==> src/rtl/qpp_read_addr_gen.sv <==
// ---------------------------------------------------------------------------
// qpp_read_addr_gen
//
// Read-side address generator for the turbo-code interleaver block memory.
// The write side fills the memory in natural order. This block then walks
// the read index i and emits the QPP-permuted address
//   pi(i) = (f1*i + f2*i^2) mod K
// with one address for each accepted handshake. Two block sizes are
// supported: K=1056 and K=6144.
//
// pi is computed recursively, so the datapath needs only add, compare and
// subtract:
//   pi(i+1) = pi(i) + g(i)    (mod K),  g(0) = f1 + f2
//   g(i+1)  = g(i)  + 2*f2    (mod K)
// pi and g always stay below K, so each update needs at most one
// conditional subtraction of K.
//
// Ports:
//   clk          in   1   rising-edge clock
//   reset        in   1   synchronous, active-low
//   start        in   1   begin a block (only honoured in IDLE)
//   block_size   in   1   0 = K 1056, 1 = K 6144 (sampled with start)
//   read_enable  in   1   downstream ready; accept = rd_valid & read_enable
//   rd_addr      out  13  permuted read address pi(i)
//   rd_valid     out  1   rd_addr is valid (READ state)
//   count        out  13  current read index i
//   busy         out  1   high while in READ
//   done         out  1   one-cycle pulse after the last address is accepted
// ---------------------------------------------------------------------------
module qpp_read_addr_gen (
  input  logic        clk,
  input  logic        reset,
  input  logic        start,
  input  logic        block_size,
  input  logic        read_enable,
  output logic [12:0] rd_addr,
  output logic        rd_valid,
  output logic [12:0] count,
  output logic        busy,
  output logic        done
);

  // Block-size constants: K, g0 = f1 + f2, dg = 2*f2
  localparam logic [12:0] K_SMALL  = 13'd1056;
  localparam logic [12:0] G0_SMALL = 13'd83;
  localparam logic [12:0] DG_SMALL = 13'd132;
  localparam logic [12:0] K_LARGE  = 13'd6144;
  localparam logic [12:0] G0_LARGE = 13'd743;
  localparam logic [12:0] DG_LARGE = 13'd960;

  typedef enum logic [1:0] {
    IDLE = 2'd0,
    READ = 2'd1,
    DONE = 2'd2
  } state_t;

  state_t      state;
  logic        bs_q;
  logic [12:0] idx;
  logic [12:0] pi;
  logic [12:0] g;

  logic [12:0] k_sel;
  logic [12:0] dg_sel;
  logic [12:0] k_last;
  logic [12:0] pi_next;
  logic [12:0] g_next;

  // Addition modulo k. Both operands are already below k, so the 14-bit
  // sum is less than 2k and a single conditional subtract is enough.
  function automatic logic [12:0] mod_add(input logic [12:0] a,
                                          input logic [12:0] b,
                                          input logic [12:0] k);
    logic [13:0] s;
    s = {1'b0, a} + {1'b0, b};
    if (s >= {1'b0, k}) begin
      s = s - {1'b0, k};
    end
    return s[12:0];
  endfunction

  // The constants come from the latched block size, so a change on the
  // block_size input during a block has no effect.
  assign k_sel   = bs_q ? K_LARGE : K_SMALL;
  assign dg_sel  = bs_q ? DG_LARGE : DG_SMALL;
  assign k_last  = k_sel - 13'd1;
  assign pi_next = mod_add(pi, g, k_sel);
  assign g_next  = mod_add(g, dg_sel, k_sel);

  assign rd_addr = pi;
  assign count   = idx;

  // Control FSM and datapath registers. The status outputs are registered
  // next to the state, so no input reaches an output combinationally.
  always_ff @(posedge clk) begin
    if (!reset) begin
      state    <= IDLE;
      bs_q     <= 1'b0;
      idx      <= '0;
      pi       <= '0;
      g        <= '0;
      rd_valid <= 1'b0;
      busy     <= 1'b0;
      done     <= 1'b0;
    end else begin
      case (state)
        IDLE: begin
          done <= 1'b0;
          if (start) begin
            bs_q     <= block_size;
            idx      <= '0;
            pi       <= '0;
            g        <= block_size ? G0_LARGE : G0_SMALL;
            rd_valid <= 1'b1;
            busy     <= 1'b1;
            state    <= READ;
          end
        end
        READ: begin
          // rd_valid is high throughout READ, so read_enable alone marks
          // an accept.
          if (read_enable) begin
            if (idx == k_last) begin
              rd_valid <= 1'b0;
              busy     <= 1'b0;
              done     <= 1'b1;
              state    <= DONE;
            end else begin
              idx <= idx + 13'd1;
              pi  <= pi_next;
              g   <= g_next;
            end
          end
        end
        DONE: begin
          done  <= 1'b0;
          state <= IDLE;
        end
        default: begin
          rd_valid <= 1'b0;
          busy     <= 1'b0;
          done     <= 1'b0;
          state    <= IDLE;
        end
      endcase
    end
  end

endmodule

==> config.mk <==
export PLATFORM = sky130hd
export DESIGN_NAME = qpp_read_addr_gen
export DESIGN_NICKNAME = d
export VERILOG_FILES = /design/src/rtl/qpp_read_addr_gen.sv
export SDC_FILE = /design/constraint.sdc
export NUM_CORES = 1
export LEC_CHECK = 0
export ABC_CLOCK_PERIOD_IN_PS = 8800
export CELL_PAD_IN_SITES_DETAIL_PLACEMENT = 1
export CELL_PAD_IN_SITES_GLOBAL_PLACEMENT = 1
export CORE_ASPECT_RATIO = 1.25
export CORE_MARGIN = 8
export CORE_UTILIZATION = 47
export DETAILED_ROUTE_END_ITERATION = 16
export PLACE_DENSITY_LB_ADDON = 0.1
export RECOVER_POWER = 100
export SLEW_MARGIN = 0
export SYNTH_ARGS = -nofsm -noshare
export SYNTH_HDL_FRONTEND = slang
export SYNTH_SLANG_ARGS = --single-unit
==> constraint.sdc <==
create_clock -name clk -period 8.8 [get_ports clk]
set_input_delay 1.76 -clock clk [delete_from_list [all_inputs] [get_ports clk]]
set_output_delay 1.76 -clock clk [all_outputs]
set_load 0.01 [all_outputs]
==> metrics.md <==
| Metric | Value |
|---|---|
| Num CTS Buffers | 5 |
| Total wire length after detailed routing | 9.10 mm |
| TritonCTS clock tree | done |
| Synth cell count leaders | dfxtp_1 (43), nor2_1 (39), nand2_1 (35) |
| GRT overflow | 0 |
| Switching share of power | 34.1% |
| Least-Margin Pin Slew | 3.05 ns |
| Area of all placed cells without fillers | 0.00372 mm² |
| Share of the yosys chip area belonging to registers | 26.5% |
| Time the final worst path needs with I/O delays and setup | 4.90 ns |
| Setup repair after global routing missed its margin | false |
| Count of antenna-violating nets left after detailed routing | 0 |
| Critical register-to-register path endpoint | count[9] |
| Leading area contributor after synthesis | dfxtp_1 |
| Global-route wire length before repair | 15.2 mm |
| Post-placement worst setup slack | 4.09 ns |
| Clk pwr share | 29.8% |
| Worst Min Path Start | done |
| Syn nets | 419 |
| Row count | 34 |
| EDFF count, synth | 0 |
| CTS root buffer | clkbuf_8 |
| Routed wire per std cell | 18.0 µm |
| Total power per unit cell area | 143 mW/mm² |
| Filler Cell Count | 834 |
| Level count of the clock H-tree | 2 |
| DP HPWL | 7.13 mm |
| Number of port buffers | 33 |
| Setup Total Neg Slack | 0 ns |
| Endpoint required time on the critical path | 8.99 ns |
| Static leakage | 1.60 nW |
| Number of hold buffers added after cts | 0 |
| Via count of the first global-routing pass | 3148 |
| Post-synth top area share | 26.5% |
| DRC violation total after the first TritonRoute iteration | 72 |
| Critical register-to-register path startpoint | count[5] |
| Cell count after synthesis | 384 |
| Sequential group share of total power | 40.0% |
| Peak Freq | 0.204 GHz |
| Most used flip-flop cell after synthesis | dfxtp_1 |
| Core Box Area | 0.00685 mm² |
| Launching element of the worst setup path | start |
| Routed via count divided by cell count | 5.95 |
| Synth top area cells | dfxtp_1 (26%), ha_1 (11%), xor2_1 (4.8%) |
| Max-cap violation count | 1 |
| Critical Path End Type | flop |
| Switching Power | 0.182 mW |
| Crit path arrival time | 5.09 ns |
| Internal power | 0.351 mW |
| Final hold violation count | 0 |
| Maximum number of pins on one net before global-route repair | 19 |
| Pre-antenna DRT Iters | 4 |
| Setup CP Type | in2reg |
| Remaining max-slew budget at the tightest pin | -106% |
| Maximum clock skew at final layout | 0.0117 ns |
| IO Pins | 34 |
| Maximum count of clock buffers along a single path | 2 |
| Die outline width | 90.4 µm |
| Cell-by-cell trace of the critical path | dlygate4sd3_1 > nor3b_1 > a21o_1 > a21boi_0 > nor2_1 > a221o_1 |
| Cts repair resizes | 0 |
| Critical-path top delay cell | a21boi_0 |
| Final count of pins violating max slew | 19 |
| Peak ir drop on the vdd network | 0.0720 mV |
| Die outline area | 0.00985 mm² |
| Hold/Removal Path Class | reg2reg |
| Total Nets Final | 449 |
| Tcrit/Tclk final | 55.6% |
| Violations in the final reports | capacitance limit, slew limit |
| Most repeated cell in the gate-level netlist after synthesis | dfxtp_1 |
| Number of sinks on the clock net | 43 |
| Gp weighted congestion | 0.836 |
| Worst Hold Margin | 0.458 ns |
| Worst Path Max Fanout | 13 |
| Logic gate share of total power | 30.2% |
| Synthesis Warnings | 0 |
| Avg Inst Size Synth | 8.47 µm² |
| Y dimension of the die | 109 µm |
| Starting density of the core | 47.5% |
| Placed standard-cell area | 0.00364 mm² |
| Register bit total from synthesis | 43 |
| Antenna diodes | 0 |
| Post-synthesis instance area | 0.00325 mm² |
| DRC violation count after routing | 0 |
| Endpoint of the most critical setup path | rd_addr[5] |
| Number of setup violations in the final report | 0 |
| Run status | finished, violations left |
| Largest stage delay on the critical path | 1.06 ns |
| Count of buffers added by post-CTS timing repair for setup | 0 |
| Fraction of layout cells with a size suffix above 1 | 7.49% |
| Clock transition at the registers of the reported paths | 0.09 ns |
| Min setup slack post-route | 3.90 ns |
| Worst R2R Path Depth | 8 |
| Post-synthesis async set-or-reset flop share | 0% |
| Vias | 2998 |
| Clk_lat worst skew | 0.31 ns |
| Layout overhead on the synthesized area | 14.5% |
| Unique cell type count in the Yosys netlist | 71 |
| Crit start category | input pin |
| Worst reg-to-reg setup slack | 4.03 ns |
| Total Routing Usage GR | 18.9% |
| Number of antenna violations at the first check in global routing | 0 |
[how the worst min path moves through the flow]
| stage | endpoint | cells after the start |
|---|---|---|
| after floorplan | g[8] | 2 |
| after global placement | done | 2 |
| after detailed placement | done | 2 |
| after CTS | done | 2 |
| after global routing | done | 2 |
| final | done | 2 |
[state kept, by name, indices dropped and copies added, names as in the netlist]
signal   count
state        2
bs_q         1
g           12
done         1
count       13
rd_addr     13
busy         1
[routing by layer]
metal / global-route usage, % / wire, µm / part of all wire, % / vias to the layer above
li1: - / - / - / 1474
met1: 20.2 / 4010 / 44 / 1464
met2: 35.9 / 4580 / 50 / 44
met3: 2.75 / 213 / 2.3 / 16
met4: 8.94 / 288 / 3.2 / 0
met5: 0 / 0 / 0 / -
[cell type report]
cell class,instances,area [µm²],area share (%)
Sequential cell,43,861,23.1
Clock buffer,5,68.8,1.85
Inverter,10,37.5,1.01
Multi-Input combinational cell,321,2280,61.1
Clock inverter,2,37.5,1.01
Tap cell,90,113,3.02
Timing Repair Buffer,33,330,8.87
[kinds of logic (layout without fill, tap and decap cells)]
kind of cell             count (synthesis)  count (layout)  synth area share [%]
XOR/XNOR                                35              35                  9.43
adder cells (fa/ha/maj)                 30              30                  11.8
AND/OR/NAND/NOR                        150             150                  22.5
multiplexers                             7               7                  2.19
AO/OA/AOI/OAI                           99              99                  24.9
buffers and inverters                   20              50                  2.77
flip-flops                              43              43                  26.5
[per-stage QoR]
stage               instances  util [%]  power (mW)
global placement          497      53.2       0.377
floorplan                 384         -       0.340
CTS                       504      54.7       0.539
detailed placement        497      53.2       0.382
finish                    504      54.4       0.533
global route              504      54.4       0.561
[power groups by stage]
stage / Combinational (mW) / Clock [mW] / Sequential, mW
floorplan: 0.125 / 0 / 0.215
global placement: 0.159 / 0 / 0.218
detailed placement: 0.164 / 0 / 0.218
CTS: 0.164 / 0.161 / 0.214
global route: 0.178 / 0.168 / 0.215
finish: 0.161 / 0.159 / 0.213
[worst max-delay path, delay by kind of cell]
kind / cells / cell delay [ns]
simple gates: 2 / 1.09
buf+inv: 1 / 0.54
compound gates: 3 / 1.69
[placed cells by master (no fill, tap or decap), types with 2 or more instances in the layout]
cell             netlist  final
and2_0                 0      2
nand3_1               20     20
nand2_1               35     35
clkbuf_8               0      5
a21o_1                 5      5
o31ai_1                2      2
a21oi_1               24     24
inv_1                 10     10
a221o_1                2      2
nor4_1                 2      2
o21ai_2                2      2
mux2i_1                6      6
o211a_1                2      2
and3_1                 6      6
or3_1                  5      5
a31oi_1                6      6
a211oi_1               3      3
o21a_1                 2      2
xnor2_1               17     17
dfxtp_1               43     43
o22ai_1                3      3
nor3b_1                3      3
o21ai_0               10     11
and2_1                 4      2
ha_1                  29     29
dlygate4sd3_1          0     31
a211oi_2               2      2
a21boi_0               1      3
xor2_1                18     18
o221ai_1               2      2
nor2_1                39     39
o311ai_0               1      2
nand4_1               10     10
o211ai_1               4      4
a21o_2                 3      3
a22o_1                 2      2
nand2b_1               3      3
nor3_1                13     14
clkdlybuf4s50_1        0      2
(Power assumes the default switching activity.)
